==> src/rtl/noc_flit_rx_shim.sv <==
// NoC ejection endpoint: buffers flits from a router output link, packs SERIALIZATION_FACTOR
// flits into one AXI-Stream beat and returns one credit for every buffer slot it frees.
module noc_flit_rx_shim #(
  parameter int TDATA_WIDTH          = 128,
  parameter int TDEST_WIDTH          = 4,
  parameter int TID_WIDTH            = 2,
  parameter int SERIALIZATION_FACTOR = 1,
  parameter int FLIT_WIDTH           = TDATA_WIDTH / SERIALIZATION_FACTOR,
  parameter int DEST_WIDTH           = TDEST_WIDTH + TID_WIDTH,
  parameter int FLIT_BUFFER_DEPTH    = 2
) (
  input  logic                   clk_noc,
  input  logic                   rst_n,
  input  logic [FLIT_WIDTH-1:0]  data_in,
  input  logic [DEST_WIDTH-1:0]  dest_in,
  input  logic                   is_tail_in,
  input  logic                   send_in,
  output logic                   credit_out,
  output logic                   axis_out_tvalid,
  input  logic                   axis_out_tready,
  output logic [TDATA_WIDTH-1:0] axis_out_tdata,
  output logic                   axis_out_tlast,
  output logic [TID_WIDTH-1:0]   axis_out_tid,
  output logic [TDEST_WIDTH-1:0] axis_out_tdest,
  output logic                   overflow_err
);

  localparam int SF      = SERIALIZATION_FACTOR;
  localparam int DEPTH   = (FLIT_BUFFER_DEPTH < 1) ? 1 : FLIT_BUFFER_DEPTH;
  localparam int PTR_W   = (DEPTH > 1) ? $clog2(DEPTH) : 1;
  localparam int CNT_W   = $clog2(DEPTH + 1);
  localparam int IDX_W   = (SF > 1) ? $clog2(SF) : 1;

  typedef struct packed {
    logic [FLIT_WIDTH-1:0] data;
    logic [DEST_WIDTH-1:0] dest;
    logic                  tail;
  } flit_t;

  // ---------------------------------------------------------------------------
  // Flit FIFO
  // ---------------------------------------------------------------------------
  flit_t            mem_q [DEPTH];
  flit_t            flit_in;
  flit_t            head;
  logic [PTR_W-1:0] wr_ptr_q, wr_ptr_d;
  logic [PTR_W-1:0] rd_ptr_q, rd_ptr_d;
  logic [CNT_W-1:0] count_q, count_d;
  logic             fifo_empty, fifo_full;
  logic             push, pop;

  function automatic logic [PTR_W-1:0] ptr_inc(input logic [PTR_W-1:0] p);
    return (p == PTR_W'(DEPTH - 1)) ? '0 : p + 1'b1;
  endfunction

  assign flit_in    = '{data: data_in, dest: dest_in, tail: is_tail_in};
  assign head       = mem_q[rd_ptr_q];
  assign fifo_empty = (count_q == '0);
  assign fifo_full  = (count_q == CNT_W'(DEPTH));

  // ---------------------------------------------------------------------------
  // Assembly and output-register state
  // ---------------------------------------------------------------------------
  logic [TDATA_WIDTH-1:0] asm_q, asm_d;
  logic [IDX_W-1:0]       idx_q, idx_d;
  logic [DEST_WIDTH-1:0]  dest_q, dest_d;
  logic [TDATA_WIDTH-1:0] beat_data;
  logic [DEST_WIDTH-1:0]  beat_dest;
  logic                   beat_done;
  logic                   load, handshake;

  logic                   tvalid_q, tvalid_d;
  logic [TDATA_WIDTH-1:0] tdata_q, tdata_d;
  logic                   tlast_q, tlast_d;
  logic [TID_WIDTH-1:0]   tid_q, tid_d;
  logic [TDEST_WIDTH-1:0] tdest_q, tdest_d;
  logic                   credit_q, overflow_q, overflow_d;

  // A flit that would complete a beat may only leave the FIFO if the output register can take it.
  assign beat_done = (idx_q == IDX_W'(SF - 1)) || head.tail;
  assign handshake = tvalid_q && axis_out_tready;
  assign pop       = !fifo_empty && (!beat_done || !tvalid_q || axis_out_tready);
  assign push      = send_in && (!fifo_full || pop);
  assign load      = pop && beat_done;

  always_comb begin
    // NOTE: every variable gets a default before any branch, so no path leaves one unassigned
    // and no latch is inferred.
    wr_ptr_d = wr_ptr_q;
    rd_ptr_d = rd_ptr_q;
    count_d  = count_q;
    if (push) wr_ptr_d = ptr_inc(wr_ptr_q);
    if (pop)  rd_ptr_d = ptr_inc(rd_ptr_q);
    unique case ({push, pop})
      2'b10:   count_d = count_q + CNT_W'(1);
      2'b01:   count_d = count_q - CNT_W'(1);
      default: count_d = count_q;
    endcase
  end

  always_comb begin
    asm_d     = asm_q;
    idx_d     = idx_q;
    dest_d    = dest_q;
    beat_data = asm_q;
    beat_dest = (idx_q == '0) ? head.dest : dest_q;
    for (int s = 0; s < SF; s++) begin
      if (idx_q == IDX_W'(s)) beat_data[s*FLIT_WIDTH +: FLIT_WIDTH] = head.data;
    end
    if (pop) begin
      if (beat_done) begin
        asm_d = '0;
        idx_d = '0;
      end else begin
        asm_d = beat_data;
        idx_d = idx_q + 1'b1;
        if (idx_q == '0) dest_d = head.dest;
      end
    end
  end

  always_comb begin
    tvalid_d   = load || (tvalid_q && !handshake);
    tdata_d    = tdata_q;
    tlast_d    = tlast_q;
    tid_d      = tid_q;
    tdest_d    = tdest_q;
    if (load) begin
      tdata_d = beat_data;
      tlast_d = head.tail;
      tid_d   = beat_dest[TDEST_WIDTH +: TID_WIDTH];
      tdest_d = beat_dest[TDEST_WIDTH-1:0];
    end
    overflow_d = overflow_q || (send_in && fifo_full && !pop);
  end

  // NOTE: the flit storage has no reset; the pointers and count decide what is valid, so
  // clearing the array would only cost reset fan-out.
  always_ff @(posedge clk_noc) begin
    if (push) mem_q[wr_ptr_q] <= flit_in;
  end

  // NOTE: state is updated with non-blocking assignments so every register samples
  // pre-edge values regardless of statement order.
  always_ff @(posedge clk_noc or negedge rst_n) begin
    if (!rst_n) begin
      wr_ptr_q   <= '0;
      rd_ptr_q   <= '0;
      count_q    <= '0;
      asm_q      <= '0;
      idx_q      <= '0;
      dest_q     <= '0;
      tvalid_q   <= 1'b0;
      tdata_q    <= '0;
      tlast_q    <= 1'b0;
      tid_q      <= '0;
      tdest_q    <= '0;
      credit_q   <= 1'b0;
      overflow_q <= 1'b0;
    end else begin
      wr_ptr_q   <= wr_ptr_d;
      rd_ptr_q   <= rd_ptr_d;
      count_q    <= count_d;
      asm_q      <= asm_d;
      idx_q      <= idx_d;
      dest_q     <= dest_d;
      tvalid_q   <= tvalid_d;
      tdata_q    <= tdata_d;
      tlast_q    <= tlast_d;
      tid_q      <= tid_d;
      tdest_q    <= tdest_d;
      credit_q   <= pop;
      overflow_q <= overflow_d;
    end
  end

  assign credit_out      = credit_q;
  assign axis_out_tvalid = tvalid_q;
  assign axis_out_tdata  = tdata_q;
  assign axis_out_tlast  = tlast_q;
  assign axis_out_tid    = tid_q;
  assign axis_out_tdest  = tdest_q;
  assign overflow_err    = overflow_q;

endmodule

==> config.mk <==
export PLATFORM = sky130hd
export DESIGN_NAME = noc_flit_rx_shim
export DESIGN_NICKNAME = d
export VERILOG_FILES = /design/src/rtl/noc_flit_rx_shim.sv
export SDC_FILE = /design/constraint.sdc
export NUM_CORES = 1
export LEC_CHECK = 0
export ABC_AREA = 1
export CAP_MARGIN = 25
export CORE_MARGIN = 4
export CORE_UTILIZATION = 50
export CTS_CLUSTER_SIZE = 30
export DETAILED_ROUTE_END_ITERATION = 10
export PLACE_DENSITY = 0.77
export SLEW_MARGIN = 20
export SYNTH_ARGS = -nofsm -noshare
export SYNTH_HDL_FRONTEND = slang
export SYNTH_SLANG_ARGS = --single-unit
==> constraint.sdc <==
create_clock -name clk_noc -period 7.8 [get_ports clk_noc]
set_input_delay 1.56 -clock clk_noc [delete_from_list [all_inputs] [get_ports clk_noc]]
set_output_delay 1.56 -clock clk_noc [all_outputs]
set_load 0.005 [all_outputs]
# --- Yosys cells after proc, flatten, opt, wreduce, memory -nomap -nowiden ---
# Memory sizes are Yosys's and may differ from the RTL's.
# Index checks and enable logic that the tools add are counted.
# W data, S select, Z words.
totals:
  input_bits: 139
  register_bits: 277
  ram_bits: 270
  output_inout_bits: 138
  memories: 1
memory_table:
  columns: ["name", "words", "width", "rd", "rd_clocked_by_memory_dff", "wr", "line", "source"]
  rows:
  - ["mem_q", 2, 135, 1, 0, 1, "43", "flit_t mem_q [DEPTH];"]
classes:
  n_addsub: 5
  bitwise: 2
  eq_ne: 3
  muxes: 9
  reduce_logical: 22
op_table:
  columns: ["operator", "count"]
  rows:
  - ["$mux W128", 2]
  - ["$logic_and A1 B1 Y1", 7]
  - ["$logic_not A1 Y1", 6]
  - ["$logic_or A1 B1 Y1", 6]
  - ["$mux W6", 1]
  - ["$mux W1", 5]
  - ["$eq A2 B2 Y1 const B", 2]
  - ["$pmux W2 S2", 1]
  - ["$add A1 B1 Y1 const B", 3]
  - ["$add A2 B1 Y2 const B", 1]
  - ["$eq A2 B1 Y1 const B", 1]
  - ["$logic_not A2 Y1", 1]
  - ["$not A1 Y1", 2]
  - ["$reduce_and A2 Y1", 1]
  - ["$reduce_bool A2 Y1", 1]
  - ["$sub A2 B1 Y2 const B", 1]

# --- Depth between registers and ports, before layout ---
# Gate-level depths: netlist of run 1.
depth:
  depth_word: 10
  ltp_mapped: 12

# --- Worst setup path after synthesis of run 1 ---
# OpenSTA, ideal clock, no wires.
synth_path:
  path_kind: "input -> register"
  start: "in axis_out_tready"
  end: "mem mem_q[1][0] in the netlist's numbering, enable pin"
  setup_slack_ns: -0.418
  path_stages: 6
  setup_time_ns: 0.633
  t_arrival_ns: 7.585
  n_path_buf: 0
  cell_sequence: "nor2_1 nand2_2 nand2_2 nand2_1 nand2_1 nor2_1"
synth_via:
  elab_chain_cells: 6
synth_lines:
  columns: ["element", "line", "source"]
  rows:
  - ["start, declared", "20", "input logic axis_out_tready,"]
  - ["$logic_or A1 B1 Y1", "82", "assign pop = !fifo_empty && (!beat_done || !tvalid_q || axis_out_tready);"]
  - ["$logic_and A1 B1 Y1", "82", null]
  - ["$logic_or A1 B1 Y1", "83", "assign push = send_in && (!fifo_full || pop);"]
  - ["$logic_and A1 B1 Y1", "83", null]
  - ["$mux W1", "140", "if (push) mem_q[wr_ptr_q] <= flit_in;"]
  - ["$mux W1 (implied by the code)", "140", null]
  - ["end, declared", "43", null]
# No other way between the ends.

# --- Worst setup path after layout of run 1 ---
layout_path:
  start: "reg rd_ptr_q"
  end: "mem mem_q[1][65] in the netlist's numbering, enable pin"
layout_via:
  elab_chain_cells: 10
layout_lines:
  columns: ["element", "line", "source"]
  rows:
  - ["start, declared", "47", "logic [PTR_W-1:0] rd_ptr_q, rd_ptr_d;"]
  - ["start signal, assigned", "162", "rd_ptr_q <= rd_ptr_d;"]
  - ["$mem_v2 Z2 W135", null, null]
  - ["$logic_or A1 B1 Y1", "80", "assign beat_done = (idx_q == IDX_W'(SF - 1)) || head.tail;"]
  - ["$logic_not A1 Y1", "82", null]
  - ["$logic_or A1 B1 Y1 (2 in a row)", "82", null]
  - ["$logic_and A1 B1 Y1", "82", null]
  - ["$logic_or A1 B1 Y1", "83", null]
  - ["$logic_and A1 B1 Y1", "83", null]
  - ["$mux W1", "140", null]
  - ["$mux W1 (implied by the code)", "140", null]
# No other way between the ends.

==> impl_metrics.py, run 1 <==
metrics = {
    "power_and_ir_drop": {
        "seq_power_share_pct": 42.9,
        "power.switching_uw": 3200,
        "power_frac_comb_pct": 30.6,
        "clockPowerShare_pct": 26.5,
        "power.internal_uw": 6476,
        "switching_share_pct": 33.07,
        "p_leak_uw": 0.01102,
        "p_per_area_nw_per_um2": 376.3,
        "vdd_drop_max_v": 0.0001854,
    },
    "sta": {
        "hold_violations": 0,
        "slew_headroom_pct": 31.15,
        "slew_viol_final": 0,
        "fmax_mhz": 200.1,
        "finalSetupViolCount": 0,
        "fin_worst_skew_ns": 0.01960,
        "post-route-min-period_ns": 4.998,
        "setup_tns_ns": 0,
        "period_share_pct": 64.07,
        "worst_pin_slew_ns": 1.033,
        "rsz0062_at_grt": "false",
        "finalWorstSetupSlack_ns": 2.802,
    },
    "critical_path": {
        "critPathLaunchType": "flip-flop",
        "arrival_ns": 5.21,
        "crit_type": "reg -> reg",
        "crit_fanout": 67,
        "crit_chain": "inv_4 > nand2_2 > nand3_4 > nand2_2 > nand2_4 > nand2_1 > nand2_1 > nor2_4 > buf_4",
        "endpoint_kind": "flip-flop",
        "crit_slowest_cell": "dfrtp_4",
        "required_ns": 8.01,
        "critPathMaxStageDelay_ns": 0.90,
    },
    "route": {
        "routedWlPerCell_um": 18.99,
        "ant_nets": 0,
        "drt_pass1_iterations": 5,
        "drc": 0,
        "drtIter0Drc": 1375,
        "totalWireLength_um": 51510,
        "vias": 14700,
        "routed_via_density": 5.419,
    },
    "clock_tree": {
        "clkSinkCount": 547,
        "cts_tree": "done",
        "postCtsSetupRepairBufs": 0,
        "cts_root_buf": "clkbuf_16",
        "cts_resized": 0,
        "ctsHoldBuffers": 0,
        "cts_buffers": 53,
        "clock_latency_ns": 0.59,
        "ctsLongestPathBuffers": 3,
        "htree_levels": 2,
        "cts.clk_slew.worst_paths_ns": 0.06,
    },
    "global_routing": {
        "gr-total-overflow": 0,
        "grt_max_degree": 140,
        "grt_pass1_vias": 15040,
        "grt_pass1_wl_um": 81370,
        "antenna_found_initial": 5,
        "grt_usage_pct": 22.71,
    },
    "yosys": {
        "syn_avg_cell_area_um2": 10.94,
        "ys_warn_count": 0,
        "ys_types": 23,
        "synth_seq_area_share_pct": 71.95,
        "synthesis.area_um2": 20900,
        "ys_ff_latch": 547,
        "synthCells": 1911,
        "synth_nets": 2050,
    },
    "placed_design": {
        "io_buffers": 276,
        "place_congestion": 0.7861,
        "dp_hpwl_um": 30060,
        "preCtsSetupSlack_ns": 2.526,
    },
    "floorplanning": {
        "dieWidth_um": 212.5,
        "core_um2": 41110,
        "dieArea_um2": 45140,
        "io_pins": 277,
        "std_cell_rows": 74,
        "die_y_um": 212.5,
        "initial_core_util_pct": 50.84,
    },
    "job": {
        "maxCapViolations": 0,
    },
    "layout": {
        "syn2layout_area_growth_pct": 23.02,
        "final_layout_size_suffix_gt1_share_pct": 5.188,
        "nets": 2272,
        "nFillCells": 3149,
    },
    "outcome": {
        "status": "finished, final reports clean",
    },
    "worst_hold_path": {
        "hold_class": "reg -> reg",
    },
}
flip-flops by register name (all words and copies together) (netlist names), 2 cells and up:
| register | flops |
|---|---|
| mem_q | 270 |
| asm_q | 128 |
| axis_out_tdata | 128 |
| dest_q | 6 |
| axis_out_tdest | 4 |
| axis_out_tid | 2 |
| count_q | 2 |
worst paths after layout:
path	startpoint	to	slack [ns]	depth (start not counted)
worst max-delay path	rd_ptr_q	mem_q[1][65]	2.80	9
worst min-delay path	dest_q[1]	dest_q[1]	0.37	0
worst max register to register	rd_ptr_q	mem_q[1][65]	2.80	9
worst min register to register	dest_q[1]	dest_q[1]	0.37	0
max in group asynchronous	rst_n	idx_q	5.14	2
min in group asynchronous	rst_n	asm_q[86]	1.04	1
cells by family after synthesis:
group | Yosys count | share of synthesized area, %
flip-flops | 547 | 71.95
AO/OA/AOI/OAI | 335 | 8.034
AND/OR/NAND/NOR | 891 | 16.94
buffers and inverters | 137 | 3.029
XOR/XNOR | 1 | 0.04191
cells in the mapped netlist:
master | instances | area [um^2]
clkbuf_1 | 71 | 266.5
nand2_2 | 4 | 25.02
inv_2 | 2 | 7.510
nand3_1 | 138 | 690.7
o21ai_1 | 130 | 650.6
xor2_1 | 1 | 8.760
buf_1 | 10 | 37.54
nand2_1 | 674 | 2530
o21bai_1 | 1 | 7.510
o21ai_0 | 73 | 365.4
nand4_1 | 1 | 6.260
buf_6 | 1 | 11.26
nor2_1 | 71 | 266.5
and2_1 | 1 | 6.260
nand3_2 | 1 | 10.01
a21oi_1 | 131 | 655.6
inv_1 | 7 | 26.28
buf_2 | 24 | 120.1
inv_4 | 1 | 6.260
nor2_2 | 1 | 6.260
dfrtp_1 | 277 | 6932
buf_4 | 21 | 157.7
edfxtp_1 | 270 | 8108
layout make-up:
cell class	instances	area (um^2)	area share, %
Antenna cell	3	7.507	0.02920
Tap cell	532	665.6	2.589
Clock inverter	24	252.7	0.9830
Clock buffer	76	1495	5.815
Timing Repair Buffer	294	2927	11.38
Multi-Input combinational cell	1227	5275	20.52
Inverter	10	45.04	0.1752
Sequential cell	547	15040	58.51
power by group through the flow:
stage	registers, uW	clock network, uW	logic [uW]
finish	4150	2570	2960
global route	4210	2740	3280
CTS	4150	2610	2990
detailed placement	4200	0	2960
global placement	4190	0	2880
floorplan	4130	0	1670
per-layer routing:
layer	routed length [um]	global-route usage, %	vias to the layer above
li1	-	-	6901
met1	20880	29.55	7154
met2	25730	37.95	535
met3	3147	4.353	109
met4	1726	9.240	4
met5	27	0	-
layout by cell type (no fill, tap or decap), types with 4 or more instances in the layout:
master	n
clkbuf_1	17
clkbuf_8	4
clkdlybuf4s50_1	275
a21oi_1	131
o21ai_1	130
dfrtp_1	275
edfxtp_1	270
nor2_1	69
o21ai_0	73
inv_1	6
clkinv_2	12
clkbuf_16	55
bufinv_16	5
nand3_1	138
buf_4	16
nand2_1	674
metrics by stage:
step                      instances  cell area [um^2]  utilization, %  total power (uW)  hold slack (ns)
after detailed placement       2609             23930           58.20              7163           0.3616
after global placement         2609             23930           58.20              7071           0.3599
final                          2713             25710           62.55              9676           0.3704
after global routing           2713             25710           62.55             10230           0.3769
after CTS                      2709             25670           62.45              9751           0.3747
after floorplan                1911             20910               -              5805           0.4239
critical path: cells and delay by family (launching register included):
family,cells,cell delay [ns]
flip-flops,1,0.90
buffers and inverters,2,1.19
AND/OR/NAND/NOR,7,2.47
(Power assumes the default switching activity.)
==> inputs of run 2 (changes only) <==
CORE_UTILIZATION = 55   (was 50)
PLACE_DENSITY = 0.81   (was 0.77)
clock period = 5.25 ns   (was 7.8 ns; I/O delays follow)
==> run 2 against run 1 <==
  * Sequential power up 49%
  * Non-clock buffer count unchanged
  * Design area about the same
  * Clock power up 45%
  * Power up 48%
  * Critical path type unchanged
==> impl_metrics.py, run 2 (synthesized netlist as in run 1, its figures left out) <==
metrics = {
    "outcome": {
        "status": "finished, final reports clean",
    },
    "sta": {
        "setup_tns_ns": 0,
        "post-route-min-period_ns": 4.054,
        "rsz0062_at_grt": "false",
        "fmax_mhz": 246.7,
        "worst_pin_slew_ns": 0.9210,
        "hold_violations": 0,
        "period_share_pct": 77.22,
        "finalSetupViolCount": 0,
        "slew_viol_final": 0,
        "fin_worst_skew_ns": 0.01215,
        "slew_headroom_pct": 38.60,
    },
    "floorplanning": {
        "io_pins": 277,
        "dieWidth_um": 202.9,
        "core_um2": 37580,
        "die_y_um": 202.9,
        "dieArea_um2": 41180,
        "initial_core_util_pct": 55.62,
        "std_cell_rows": 71,
    },
    "route": {
        "drt_pass1_iterations": 7,
        "routed_via_density": 5.568,
        "vias": 15000,
        "routedWlPerCell_um": 19.36,
        "drtIter0Drc": 1263,
        "ant_nets": 0,
        "totalWireLength_um": 52150,
        "drc": 0,
    },
    "clock_tree": {
        "cts_resized": 0,
        "htree_levels": 2,
        "cts.clk_slew.worst_paths_ns": 0.06,
        "cts_root_buf": "clkbuf_16",
        "ctsLongestPathBuffers": 3,
        "clock_latency_ns": 0.59,
        "clkSinkCount": 547,
        "cts_buffers": 54,
        "postCtsSetupRepairBufs": 0,
        "ctsHoldBuffers": 0,
        "cts_tree": "done",
    },
    "global_routing": {
        "antenna_found_initial": 7,
        "gr-total-overflow": 0,
        "grt_usage_pct": 25.04,
        "grt_max_degree": 138,
        "grt_pass1_vias": 15260,
        "grt_pass1_wl_um": 82390,
    },
    "critical_path": {
        "required_ns": 5.71,
        "crit_type": "reg -> reg",
        "critPathLaunchType": "flip-flop",
        "crit_fanout": 137,
        "endpoint_kind": "flip-flop",
        "r2r_slack_ns": 1.20,
        "arrival_ns": 4.51,
    },
    "layout": {
        "syn2layout_area_growth_pct": 22.94,
        "regArea_um2": 15040,
        "top_register": "mem_q",
        "final_layout_size_suffix_gt1_share_pct": 4.913,
        "final_common_cell": "nand2_1",
        "nets": 2273,
        "nFillCells": 2669,
        "fin_cells": 2694,
        "layout_common_cells": "nand2_1, dfrtp_1, clkdlybuf4s50_1",
        "largest_register_ffs": 270,
        "multiInputGateArea_um2": 5275,
    },
    "placed_design": {
        "io_buffers": 276,
        "dp_cells": 2589,
        "dp_hpwl_um": 30190,
        "place_congestion": 0.8173,
    },
    "job": {
        "maxCapViolations": 0,
    },
    "power_and_ir_drop": {
        "vdd_drop_max_v": 0.0003276,
        "p_per_area_nw_per_um2": 558.3,
        "p_leak_uw": 0.01102,
    },
    "worst_hold_path": {
        "hold_class": "reg -> reg",
    },
}
run 2: changes by cell type in the layout (fill, tap and decap cells not counted):
cell	previous run	this run
buf_12	0	4
buf_4	16	13
buf_6	1	0
bufinv_16	5	3
clkbuf_1	17	19
clkbuf_8	4	6
clkinv_1	3	7
clkinv_2	12	8
clkinvlp_4	3	0
diode_2	3	5
inv_8	0	1
run 2: per-stage QoR:
stage	setup WS, ns	utilization (%)	hold slack [ns]	cell area [um^2]	total power (uW)
6_report	1.196	68.38	0.3730	25700	14350
5_1_grt	0.9125	68.38	0.3858	25700	15150
2_1_floorplan	-0.1654	-	0.4239	20910	8625
4_1_cts	1.233	68.35	0.3763	25680	14450
3_3_place_gp	1.342	63.73	0.3602	23950	10490
3_5_place_dp	1.237	63.81	0.3633	23980	10670
run 2: final cells by class:
| type | instances | area share, % |
|---|---|---|
| Sequential cell | 547 | 58.55 |
| Multi-Input combinational cell | 1227 | 20.53 |
| Timing Repair Buffer | 294 | 11.57 |
| Clock buffer | 80 | 5.955 |
| Tap cell | 511 | 2.488 |
| Clock inverter | 20 | 0.6866 |
| Inverter | 10 | 0.1753 |
| Antenna cell | 5 | 0.04869 |
run 2: routing by layer:
metal | vias to the layer above | routed length, um | global-route usage (%)
met5 | - | 32 | 0
met4 | 4 | 1748 | 10.31
met3 | 124 | 3681 | 4.249
met2 | 657 | 26510 | 42.19
met1 | 7307 | 20180 | 32.72
li1 | 6907 | - | -
run 2: report_power, final:
| group | total (uW) | internal (uW) | leakage, uW | switching (uW) |
|---|---|---|---|---|
| registers | 6170 | 5630 | 0.00617 | 540 |
| logic | 4440 | 1780 | 0.00402 | 2660 |
| clock network | 3730 | 2160 | 0.000839 | 1570 |
| total | 14300 | 9570 | 0.0110 | 4770 |
run 2: critical path: stages, from the launching register on:
cell and delay (ns):
dfrtp_4 0.79, inv_4 0.73, nand2_2 0.16, nand3_4 0.11, buf_4 0.68, nand2_8 0.68
buf_12 0.46, nand2_1 0.10, o21ai_1 0.06
run 2: worst paths after layout:
check | from | to | cells after the start
max | rd_ptr_q | axis_out_tdata[24] | 8
min | dest_q[0] | dest_q[0] | 0
max reg2reg | rd_ptr_q | axis_out_tdata[24] | 8
min reg2reg | dest_q[0] | dest_q[0] | 0
max in group asynchronous | rst_n | asm_q[9] | 2
min in group asynchronous | rst_n | axis_out_tdata[83] | 1
==> patch (settings of run 2) <==
Change the parameter `TDATA_WIDTH` from 128 to 256.
--- a/src/rtl/noc_flit_rx_shim.sv
+++ b/src/rtl/noc_flit_rx_shim.sv
@@ -2,5 +2,5 @@
 // flits into one AXI-Stream beat and returns one credit for every buffer slot it frees.
 module noc_flit_rx_shim #(
-  parameter int TDATA_WIDTH          = 128,
+  parameter int TDATA_WIDTH          = 256,
   parameter int TDEST_WIDTH          = 4,
   parameter int TID_WIDTH            = 2,
Interface: changed (resized axis_out_tdata and data_in); port bits go from 277 to 533. The function was not compared with the original's and may differ.
==> patch against run 2 <==
- worst setup slack improved by 0.082 ns
- non-clock buffer count increased by 279
- total power rose by 96%
- die area increased by 87%
- sequential cell count increased by 512
- critical endpoint is now axis_out_tdata[35]
- global-route usage rose by 1.8 points
- synthesized area increased by 91%
- final area increased by 93%
- clock skew grew 0.016 ns
- largest cell class unchanged
- critical path depth unchanged
- wire length increased by 100%
==> patch: results (changes against run 2) <==
The flow ran to the end, and the final reports show no timing, DRC or antenna violations. The normalized max-slew margin was 23.27% (was 38.60%); the number of nets at the end of the flow was 4,265 (was 2,273). The uppermost signal routing layer after detailed routing is met5 (unchanged).

The run gives 52.13 mm (was 26.51 mm) as the wire length on met2. The cell leakage power is 20.76 nW (was 11.02 nW), and the count of fill cells added during filler insertion is 4,883 (was 2,669). The initial antenna violation count is 22 (was 7).

For the number of optimization iterations in the first detailed-route pass, the log shows 6 (was 7). The logs give 1.422 ns (was 1.237 ns) for the worst slack at placement and 26.84% (was 25.04%) for the total routing resource utilization after global routing. The cell-internal power came out at 0.01863 W (was 0.009573 W). The detailed placer's ending HPWL came out at 62.40 mm (was 30.19 mm). The total cell area at the placement stage was 45,990 sq um (was 23,980 sq um).

The family with the most delay on the worst path is buffers and inverters (unchanged). The start point of the worst hold path is dest_q[5] (was dest_q[0]). Share of async-settable or async-resettable flops after synthesis: 50.33% (was 50.64%). Endpoint of the worst register-to-register path: axis_out_tdata[35] (was axis_out_tdata[24]). Number of port buffers: 532 (was 276). The via count of the first global-routing pass was 28,460 (was 15,260). The average wire per cell in the routed design is 20.88 um (was 19.36 um), and the count of mapped cells out of synthesis is 3,562 (was 1,911). For the vias after detailed routing, the log shows 28,820 (was 15,000).

The flip-flop count of the largest register, all copies and words added was 526 (was 270). The met1 demand-to-capacity share in global routing came out at 35.64% (was 32.72%). The logs give 3,829 (was 2,050) for the post-synth net total and 43.87% (was 42.19%) for the met2 usage in global routing. For the met1 routed wirelength after detailed routing, the log shows 40.33 mm (was 20.18 mm). For the register area share after synthesis, the log shows 73.04% (was 71.95%). For the wire length reported by the detailed router, the log shows 105.5 mm (was 52.15 mm).

Most used standard cells in the synthesized netlist: sky130_fd_sc_hd__nand2_1, sky130_fd_sc_hd__dfrtp_1, sky130_fd_sc_hd__edfxtp_1, sky130_fd_sc_hd__o21ai_0, sky130_fd_sc_hd__nand3_1 (was sky130_fd_sc_hd__nand2_1, sky130_fd_sc_hd__dfrtp_1, sky130_fd_sc_hd__edfxtp_1, sky130_fd_sc_hd__nand3_1, sky130_fd_sc_hd__a21oi_1). The placed cell count is 4,843 (was 2,589), and the proportion of layout cells with a drive suffix above 1 is 5.528% (was 4.913%). The count of flip-flops with a built-in enable after synthesis is 526 (was 270). H-tree depth: 3 (was 2). The pin count of the biggest net entering global routing is 164 (was 138), and the placer's final routability congestion estimate is 0.8109 (was 0.8173). For the slack of the worst reg-to-reg path, the log shows 1.28 ns (was 1.20 ns). The clock network latency to the later pin of the worst-skew pair was 0.65 ns (was 0.59 ns).

The tools report the met3 routed wirelength as 8.526 mm (was 3.681 mm). The shortest clock period the worst path allows after layout is 3.972 ns (was 4.054 ns). Highest-delay cell along the critical path: sky130_fd_sc_hd__dfrtp_4 (unchanged).

The arrival time at the worst endpoint is 4.46 ns (was 4.51 ns), and the met3 routing resource usage after global routing is 5.412% (was 4.249%). The combinational power came out at 0.00870 W (was 0.00444 W). The total clock buffers created by CTS was 103 (was 54).
[patch: worst max path at each step]
stage | from | endpoint | cells past startpoint
6_report | rd_ptr_q | axis_out_tdata[35] | 8
3_5_place_dp | rd_ptr_q | axis_out_tdata[157] | 8
5_1_grt | rd_ptr_q | axis_out_tdata[63] | 8
3_3_place_gp | rd_ptr_q | asm_q[107] | 8
2_1_floorplan | axis_out_tready | mem_q[1][0] | 6
4_1_cts | rd_ptr_q | axis_out_tdata[104] | 8
[patch: layout make-up]
cell class                 instances  area (sq um)  share of cell area (%)
sequential                      1059         29140                   58.86
multi-input combinational       2251          9772                   19.74
timing repair buffer             573          5838                   11.79
clock buffer                     132          2830                   5.717
tap                              950          1189                   2.401
clock inverter                    63         645.6                   1.304
inverter                          10         57.56                  0.1163
antenna                           14         35.03                 0.07077
[patch: cell families after synthesis]
logic type	synth area share, %
buf+inv	2.607
flops	73.04
xor+xnor	0.02196
compound gates	9.028
simple gates	15.30
